### src/rtl/mips_data_bus_bridge_if.sv
// CPU data-port and word-wide memory-bus interfaces for mips_data_bus_bridge.
// MEM_BYTEENABLE_EN adds mem_byteenable to the memory bus.
interface mips_cpu_data_if;
    logic [31:0] cpu_address;
    logic        cpu_read;
    logic        cpu_write;
    logic [3:0]  cpu_byteenable;
    logic [31:0] cpu_writedata;
    logic [31:0] cpu_readdata;
    logic        cpu_stall;

    modport master (
        output cpu_address, cpu_read, cpu_write, cpu_byteenable, cpu_writedata,
        input  cpu_readdata, cpu_stall
    );
    modport slave (
        input  cpu_address, cpu_read, cpu_write, cpu_byteenable, cpu_writedata,
        output cpu_readdata, cpu_stall
    );
endinterface

interface mips_mem_bus_if;
    logic [31:0] mem_address;
    logic        mem_read;
    logic        mem_write;
    logic [31:0] mem_writedata;
    logic [31:0] mem_readdata;
    logic        mem_waitrequest;
`ifdef MEM_BYTEENABLE_EN
    logic [3:0]  mem_byteenable;
`endif

    modport master (
`ifdef MEM_BYTEENABLE_EN
        output mem_byteenable,
`endif
        output mem_address, mem_read, mem_write, mem_writedata,
        input  mem_readdata, mem_waitrequest
    );
    modport slave (
`ifdef MEM_BYTEENABLE_EN
        input  mem_byteenable,
`endif
        input  mem_address, mem_read, mem_write, mem_writedata,
        output mem_readdata, mem_waitrequest
    );
endinterface

### src/rtl/mips_data_bus_bridge.sv
// Single-outstanding CPU data-port to word-only waitrequest bus bridge with RMW partial stores.
// Defining MEM_BYTEENABLE_EN drives mem_byteenable and sends partial stores straight to WR.
module mips_data_bus_bridge #(
    parameter int unsigned MAX_WAIT = 255,
    parameter int unsigned CNT_W    = 8
) (
    input  logic             clk,
    input  logic             reset,
    mips_cpu_data_if.slave   cpu,
    mips_mem_bus_if.master   mem,
    output logic             bus_error
);

    typedef enum logic [2:0] {
        S_IDLE, S_RD, S_RMW_RD, S_RMW_WR, S_WR, S_DONE
    } state_t;

    state_t           r_state;
    logic [CNT_W-1:0] r_wait_cnt;
    logic [3:0]       r_be;
    logic [31:0]      r_wdata;
    logic [31:0]      r_mem_address;
    logic [31:0]      r_mem_writedata;
    logic [31:0]      r_cpu_readdata;
    logic             r_mem_read;
    logic             r_mem_write;
    logic             r_bus_error;
`ifdef MEM_BYTEENABLE_EN
    logic [3:0]       r_mem_be;
`endif

    logic             w_req;
    logic             w_timeout;
    logic             w_stall;
    logic [31:0]      w_merged;

    assign w_req     = cpu.cpu_read || cpu.cpu_write;
    // Abort on the cycle the counter would reach MAX_WAIT with waitrequest still high.
    assign w_timeout = mem.mem_waitrequest && (r_wait_cnt == CNT_W'(MAX_WAIT - 1));

    always_comb begin
        w_merged = mem.mem_readdata;
        for (int unsigned i = 0; i < 4; i++) begin
            if (r_be[i]) begin
                w_merged[8*i +: 8] = r_wdata[8*i +: 8];
            end
        end
    end

    always_comb begin
        w_stall = 1'b0;
        case (r_state)
            S_IDLE:                          w_stall = w_req;
            S_RD, S_RMW_RD, S_RMW_WR, S_WR:  w_stall = 1'b1;
            default:                         w_stall = 1'b0;
        endcase
    end

    always_ff @(posedge clk) begin
        if (reset) begin
            r_state         <= S_IDLE;
            r_wait_cnt      <= '0;
            r_be            <= '0;
            r_wdata         <= '0;
            r_mem_address   <= '0;
            r_mem_writedata <= '0;
            r_cpu_readdata  <= '0;
            r_mem_read      <= 1'b0;
            r_mem_write     <= 1'b0;
            r_bus_error     <= 1'b0;
`ifdef MEM_BYTEENABLE_EN
            r_mem_be        <= '0;
`endif
        end else begin
            case (r_state)
                S_IDLE: begin
                    if (w_req) begin
                        r_mem_address   <= {cpu.cpu_address[31:2], 2'b00};
                        r_be            <= cpu.cpu_byteenable;
                        r_wdata         <= cpu.cpu_writedata;
                        r_mem_writedata <= cpu.cpu_writedata;
                        r_wait_cnt      <= '0;
                        if (cpu.cpu_read && cpu.cpu_write) begin
                            r_bus_error <= 1'b1;
                        end
                        if (cpu.cpu_write) begin
                            if (cpu.cpu_byteenable == 4'b1111) begin
                                r_mem_write <= 1'b1;
                                r_state     <= S_WR;
`ifdef MEM_BYTEENABLE_EN
                                r_mem_be    <= cpu.cpu_byteenable;
`endif
                            end else if (cpu.cpu_byteenable == 4'b0000) begin
                                r_state     <= S_DONE;
                            end else begin
`ifdef MEM_BYTEENABLE_EN
                                r_mem_write <= 1'b1;
                                r_mem_be    <= cpu.cpu_byteenable;
                                r_state     <= S_WR;
`else
                                r_mem_read  <= 1'b1;
                                r_state     <= S_RMW_RD;
`endif
                            end
                        end else begin
                            r_mem_read <= 1'b1;
                            r_state    <= S_RD;
`ifdef MEM_BYTEENABLE_EN
                            r_mem_be   <= 4'b1111;
`endif
                        end
                    end
                end
                S_RD: begin
                    if (!mem.mem_waitrequest) begin
                        r_cpu_readdata <= mem.mem_readdata;
                        r_mem_read     <= 1'b0;
                        r_state        <= S_DONE;
                    end else if (w_timeout) begin
                        r_cpu_readdata <= 32'hFFFF_FFFF;
                        r_mem_read     <= 1'b0;
                        r_bus_error    <= 1'b1;
                        r_state        <= S_DONE;
                    end else begin
                        r_wait_cnt <= r_wait_cnt + 1'b1;
                    end
                end
                S_RMW_RD: begin
                    if (!mem.mem_waitrequest) begin
                        r_mem_writedata <= w_merged;
                        r_mem_read      <= 1'b0;
                        r_mem_write     <= 1'b1;
                        r_wait_cnt      <= '0;
                        r_state         <= S_RMW_WR;
                    end else if (w_timeout) begin
                        r_mem_read  <= 1'b0;
                        r_bus_error <= 1'b1;
                        r_state     <= S_DONE;
                    end else begin
                        r_wait_cnt <= r_wait_cnt + 1'b1;
                    end
                end
                S_RMW_WR, S_WR: begin
                    if (!mem.mem_waitrequest) begin
                        r_mem_write <= 1'b0;
                        r_state     <= S_DONE;
                    end else if (w_timeout) begin
                        r_mem_write <= 1'b0;
                        r_bus_error <= 1'b1;
                        r_state     <= S_DONE;
                    end else begin
                        r_wait_cnt <= r_wait_cnt + 1'b1;
                    end
                end
                S_DONE: begin
                    r_state <= S_IDLE;
                end
                default: begin
                    r_state <= S_IDLE;
                end
            endcase
        end
    end

    assign cpu.cpu_readdata  = r_cpu_readdata;
    assign cpu.cpu_stall     = w_stall;
    assign mem.mem_address   = r_mem_address;
    assign mem.mem_read      = r_mem_read;
    assign mem.mem_write     = r_mem_write;
    assign mem.mem_writedata = r_mem_writedata;
`ifdef MEM_BYTEENABLE_EN
    assign mem.mem_byteenable = r_mem_be;
`endif
    assign bus_error         = r_bus_error;

endmodule
### src/flat_wrapper.sv
// flat-port wrapper written by rule: the top's interface ports become plain ports
module mips_data_bus_bridge_flat 
#(
    parameter int unsigned MAX_WAIT = 255,
    parameter int unsigned CNT_W    = 8
)
  (clk, reset, bus_error, cpu_cpu_address, cpu_cpu_read, cpu_cpu_write, cpu_cpu_byteenable, cpu_cpu_writedata, cpu_cpu_readdata, cpu_cpu_stall, mem_mem_address, mem_mem_read, mem_mem_write, mem_mem_writedata, mem_mem_readdata, mem_mem_waitrequest);
  mips_cpu_data_if cpu_i ();
  mips_mem_bus_if mem_i ();
  input  logic clk;
  input  logic reset;
  output logic bus_error;
  input wire logic [$bits(cpu_i.cpu_address)-1:0] cpu_cpu_address;
  input wire logic [$bits(cpu_i.cpu_read)-1:0] cpu_cpu_read;
  input wire logic [$bits(cpu_i.cpu_write)-1:0] cpu_cpu_write;
  input wire logic [$bits(cpu_i.cpu_byteenable)-1:0] cpu_cpu_byteenable;
  input wire logic [$bits(cpu_i.cpu_writedata)-1:0] cpu_cpu_writedata;
  output wire logic [$bits(cpu_i.cpu_readdata)-1:0] cpu_cpu_readdata;
  output wire logic [$bits(cpu_i.cpu_stall)-1:0] cpu_cpu_stall;
  output wire logic [$bits(mem_i.mem_address)-1:0] mem_mem_address;
  output wire logic [$bits(mem_i.mem_read)-1:0] mem_mem_read;
  output wire logic [$bits(mem_i.mem_write)-1:0] mem_mem_write;
  output wire logic [$bits(mem_i.mem_writedata)-1:0] mem_mem_writedata;
  input wire logic [$bits(mem_i.mem_readdata)-1:0] mem_mem_readdata;
  input wire logic [$bits(mem_i.mem_waitrequest)-1:0] mem_mem_waitrequest;
  assign cpu_i.cpu_address = cpu_cpu_address;
  assign cpu_i.cpu_read = cpu_cpu_read;
  assign cpu_i.cpu_write = cpu_cpu_write;
  assign cpu_i.cpu_byteenable = cpu_cpu_byteenable;
  assign cpu_i.cpu_writedata = cpu_cpu_writedata;
  assign cpu_cpu_readdata = cpu_i.cpu_readdata;
  assign cpu_cpu_stall = cpu_i.cpu_stall;
  assign mem_mem_address = mem_i.mem_address;
  assign mem_mem_read = mem_i.mem_read;
  assign mem_mem_write = mem_i.mem_write;
  assign mem_mem_writedata = mem_i.mem_writedata;
  assign mem_i.mem_readdata = mem_mem_readdata;
  assign mem_i.mem_waitrequest = mem_mem_waitrequest;
  mips_data_bus_bridge #(.MAX_WAIT(MAX_WAIT), .CNT_W(CNT_W)) u_core (.clk(clk), .reset(reset), .cpu(cpu_i), .mem(mem_i), .bus_error(bus_error));
endmodule
### config.mk
export PLATFORM = sky130hd
export DESIGN_NAME = mips_data_bus_bridge_flat
export DESIGN_NICKNAME = d
export VERILOG_FILES = /design/src/rtl/mips_data_bus_bridge_if.sv /design/src/rtl/mips_data_bus_bridge.sv /design/src/flat_wrapper.sv
export SDC_FILE = /design/constraint.sdc
export NUM_CORES = 1
export LEC_CHECK = 0
export BUFFER_PORTS_ARGS = -buffer_cell sky130_fd_sc_hd__buf_2
export CORE_UTILIZATION = 35
export CTS_CLUSTER_DIAMETER = 150
export DETAILED_ROUTE_END_ITERATION = 10
export RECOVER_POWER = 25
export SLEW_MARGIN = 10
export SYNTH_ARGS = -nofsm -noshare
export SYNTH_HDL_FRONTEND = slang
export SYNTH_SLANG_ARGS = --single-unit
export TNS_END_PERCENT = 30
### constraint.sdc
create_clock -name clk -period 1.85 [get_ports clk]
set_input_delay 0.185 -clock clk [delete_from_list [all_inputs] [get_ports clk]]
set_output_delay 0.185 -clock clk [all_outputs]
set_load 0.05 [all_outputs]
==> flow_metrics.py <==
metrics = {
    "run_status": {
        "status": "finished clean",
    },
    "timing": {
        "fin_crit_ps": 1760,
        "setup_ws_ps": 91.2,
        "period_share": 0.951,
        "rsz0062_at_grt": "no",
        "fmax_mhz": 569,
        "drv_slew": 0,
        "fin_skew_ps": 9.61,
        "maxSlewHeadroom": 0.576,
        "setup_viol": 0,
        "holdWs_ps": 15.4,
        "hold_viol_final": 0,
        "tightest_slew_ps": 639,
        "tns_ps": 0,
    },
    "worst_hold_path": {
        "hp-start": "cpu_cpu_writedata[22]",
        "holdPathEnd": "u_core.r_wdata[22]$_SDFFE_PP0P_",
        "hold_path.class": "in -> reg",
        "worstHoldPathCells": 3,
    },
    "power_and_ir_drop": {
        "ir_drop_mv": 0.710,
        "leakage_nw": 3.39,
        "p_per_area_mw_per_mm2": 1290,
    },
    "synthesis": {
        "yosysTopAreaCell": "dfxtp_1",
        "ys.flop_type": "dfxtp_1",
        "synthArstFlopShare": 0,
        "synth_warnings": 0,
        "syn_inst": 762,
        "ys_types": 47,
        "synthTopCellsByArea": "dfxtp_1 46%, nand2_1 12%, a21oi_1 8.5%",
        "yosys.area.top_type_share": 0.460,
        "yosysSeqAreaShare": 0.460,
        "syn_area_mm2": 0.00627,
        "synth-seq-cells": 144,
        "avgSynthCellArea_um2": 8.23,
        "synth_edf_count": 0,
    },
    "route": {
        "drt_first_pass_iters": 4,
        "vias": 6003,
        "dr.first_iter.drc_count": 250,
        "routedWlPerCell_um": 15.1,
        "routed_wl_um": 18400,
        "ant_nets": 0,
        "viasPerCell": 4.90,
        "drc": 0,
    },
    "floorplanning": {
        "fp.dieArea_mm2": 0.0185,
        "core-area_mm2": 0.0174,
        "num_io_pins": 205,
        "fp.dieH_um": 136,
        "die_w_um": 136,
        "start_util": 0.360,
        "rows": 48,
    },
    "setup_path": {
        "setup.worst_path.end_class": "output pin",
        "cp-start-kind": "register",
        "cp_max_fo": 5,
        "rr_worst_depth": 6,
        "arrival_ps": 1570,
        "worst-setup-path-type": "reg -> out",
        "rr_endpoint": "u_core.cpu.cpu_readdata[1]$_SDFFE_PP0P_",
        "rrSetupSlack_ps": 100,
        "rr_startpoint": "u_core.r_wait_cnt[0]$_SDFFE_PP0P_",
        "cp_data_required_time_ps": 1660,
    },
    "placed_design": {
        "dp_cells": 1157,
        "gp_congestion": 0.811,
        "numPortBuffers": 200,
        "dp_slack_ps": 77.1,
        "hpwl_um": 12100,
    },
    "global_routing": {
        "antenna_found_initial": 0,
        "grt_max_degree": 78,
        "grt_overflow": 0,
        "grt_pass1_wl_um": 29100,
        "track_usage": 0.204,
        "grt_pass1_vias": 5818,
    },
    "finish": {
        "syn_to_final_growth_pct": 36.8,
        "antenna_cells": 0,
        "nNetsFinal": 1093,
        "drive_above_1_share": 0.250,
        "instances_no_fill": 1224,
    },
    "clock_network": {
        "cts_num_sinks": 144,
        "htreeDepth": 4,
        "cts_buffer_depth": 2,
        "numCtsBuffers": 17,
        "clk_latency_ps": 420,
        "root_buffer": "clkbuf_16",
        "tritoncts": "built",
        "path_clk_slew_ps": 60,
    },
    "job": {
        "maxCapViolations": 0,
    },
}
==> cells by family after synthesis <==
kind of cell,synth area share
multiplexers,0.0511
AO/OA/AOI/OAI,0.222
AND/OR/NAND/NOR,0.191
adder cells (fa/ha/maj),0.00399
buffers and inverters,0.0700
other,0.000598
flip-flops,0.460
XOR/XNOR,0.00140
==> placed cells by master, fill, tap and decap left out, types with 10 or more instances in the layout <==
cell type,netlist,final
clkbuf_16,0,17
buf_2,18,138
a21oi_1,106,106
buf_4,2,27
dlygate4sd3_1,0,31
nand2_1,205,205
a211oi_2,31,31
clkbuf_1,35,61
buf_12,0,10
mux2i_1,32,32
inv_1,37,37
o211ai_1,34,34
dfxtp_1,144,142
nor2_1,41,41
==> final cells by class <==
cell class	count	area (um2)
Clock inverter	8	149
Multi-Input combinational cell	520	2980
Timing Repair Buffer	266	1630
Inverter	37	139
Clock buffer	24	512
Sequential cell	144	2890
Fill cell	1721	8840
Tap cell	225	282
==> where the power goes <==
part,switching [mW],internal (mW)
Combinational,2.41,1.07
Sequential,0.253,3.53
Clock,1.34,2.48
==> repair_timing <==
item                       CTS  global route
setup endpoints to repair    1             5
resized for setup            2             2
pin swaps                    1             1
hold endpoints to repair    31             0
setup buffers                1             3
hold buffers                31             0
gates cloned                 0             0
==> worst max-delay path, cell delays in order (launching register included) <==
cell	delay, ps
dfxtp_4	350
buf_4	160
nor3_4	240
buf_12	140
a21oi_1	60
buf_4	210
==> worst max-delay path by stage <==
stage / from / endpoint / slack (ps) / depth (start not counted)
finish: u_core.r_state[0]$_SDFFE_PP0N_ / cpu_cpu_stall / 90 / 5
global route: u_core.r_wait_cnt[0]$_SDFFE_PP0P_ / u_core.cpu.cpu_readdata[1]$_SDFFE_PP0P_ / 9 / 6
CTS: u_core.r_state[2]$_SDFFE_PP0N_ / cpu_cpu_stall / 30 / 4
floorplan: u_core.r_state[1]$_SDFFE_PP0N_ / u_core.r_wait_cnt[5]$_SDFFE_PP0P_ / 180 / 5
detailed placement: u_core.r_wait_cnt[0]$_SDFFE_PP0P_ / u_core.cpu.cpu_readdata[1]$_SDFFE_PP0P_ / 80 / 6
global placement: u_core.r_wait_cnt[5]$_SDFFE_PP0P_ / u_core.cpu.cpu_readdata[0]$_SDFFE_PP0P_ / 150 / 5
==> sequential cells by signal (all words and copies together), names as in the netlist <==
signal                    cells
u_core.mem.mem_writedata     32
u_core.r_be                   4
u_core.r_state                3
u_core.mem.mem_read           1
u_core.r_wait_cnt             8
u_core.mem.mem_address       30
u_core.mem.mem_write          1
u_core.cpu.cpu_readdata      32
u_core.r_wdata               32
u_core.bus_error              1
==> Yosys cell counts (2+ instances only) <==
cell type / count
clkbuf_1: 35
buf_6: 5
o211ai_1: 34
nor2_1: 41
nand3_1: 4
dfxtp_1: 144
a21oi_1: 106
ha_1: 2
buf_1: 2
o31ai_1: 2
buf_4: 2
a211oi_2: 31
nor3b_1: 2
mux2i_1: 32
o21ai_0: 8
and2_1: 5
nand2_1: 205
a211oi_1: 2
nand4_1: 3
inv_1: 37
a31oi_1: 5
or4_1: 3
buf_2: 18
and3_1: 2
nor2b_1: 4
or3_1: 7
==> metrics by stage <==
step / power (mW) / area (um2) / util
2_1_floorplan: 6.25 / 6270 / -
3_3_place_gp: 7.27 / 7640 / 0.439
3_5_place_dp: 7.31 / 7640 / 0.439
4_1_cts: 11.2 / 8630 / 0.495
5_1_grt: 11.7 / 8580 / 0.492
6_report: 11.1 / 8580 / 0.492
==> layer usage <==
| metal | up-vias | routed length [um] | track usage |
|---|---|---|---|
| met5 | - | 0 | 0 |
| met4 | 0 | 246 | 0.0778 |
| met3 | 18 | 1240 | 0.0511 |
| met2 | 191 | 8520 | 0.333 |
| met1 | 2774 | 8410 | 0.258 |
| li1 | 3020 | - | - |
Note: power is estimated with default switching activity, not from simulation.
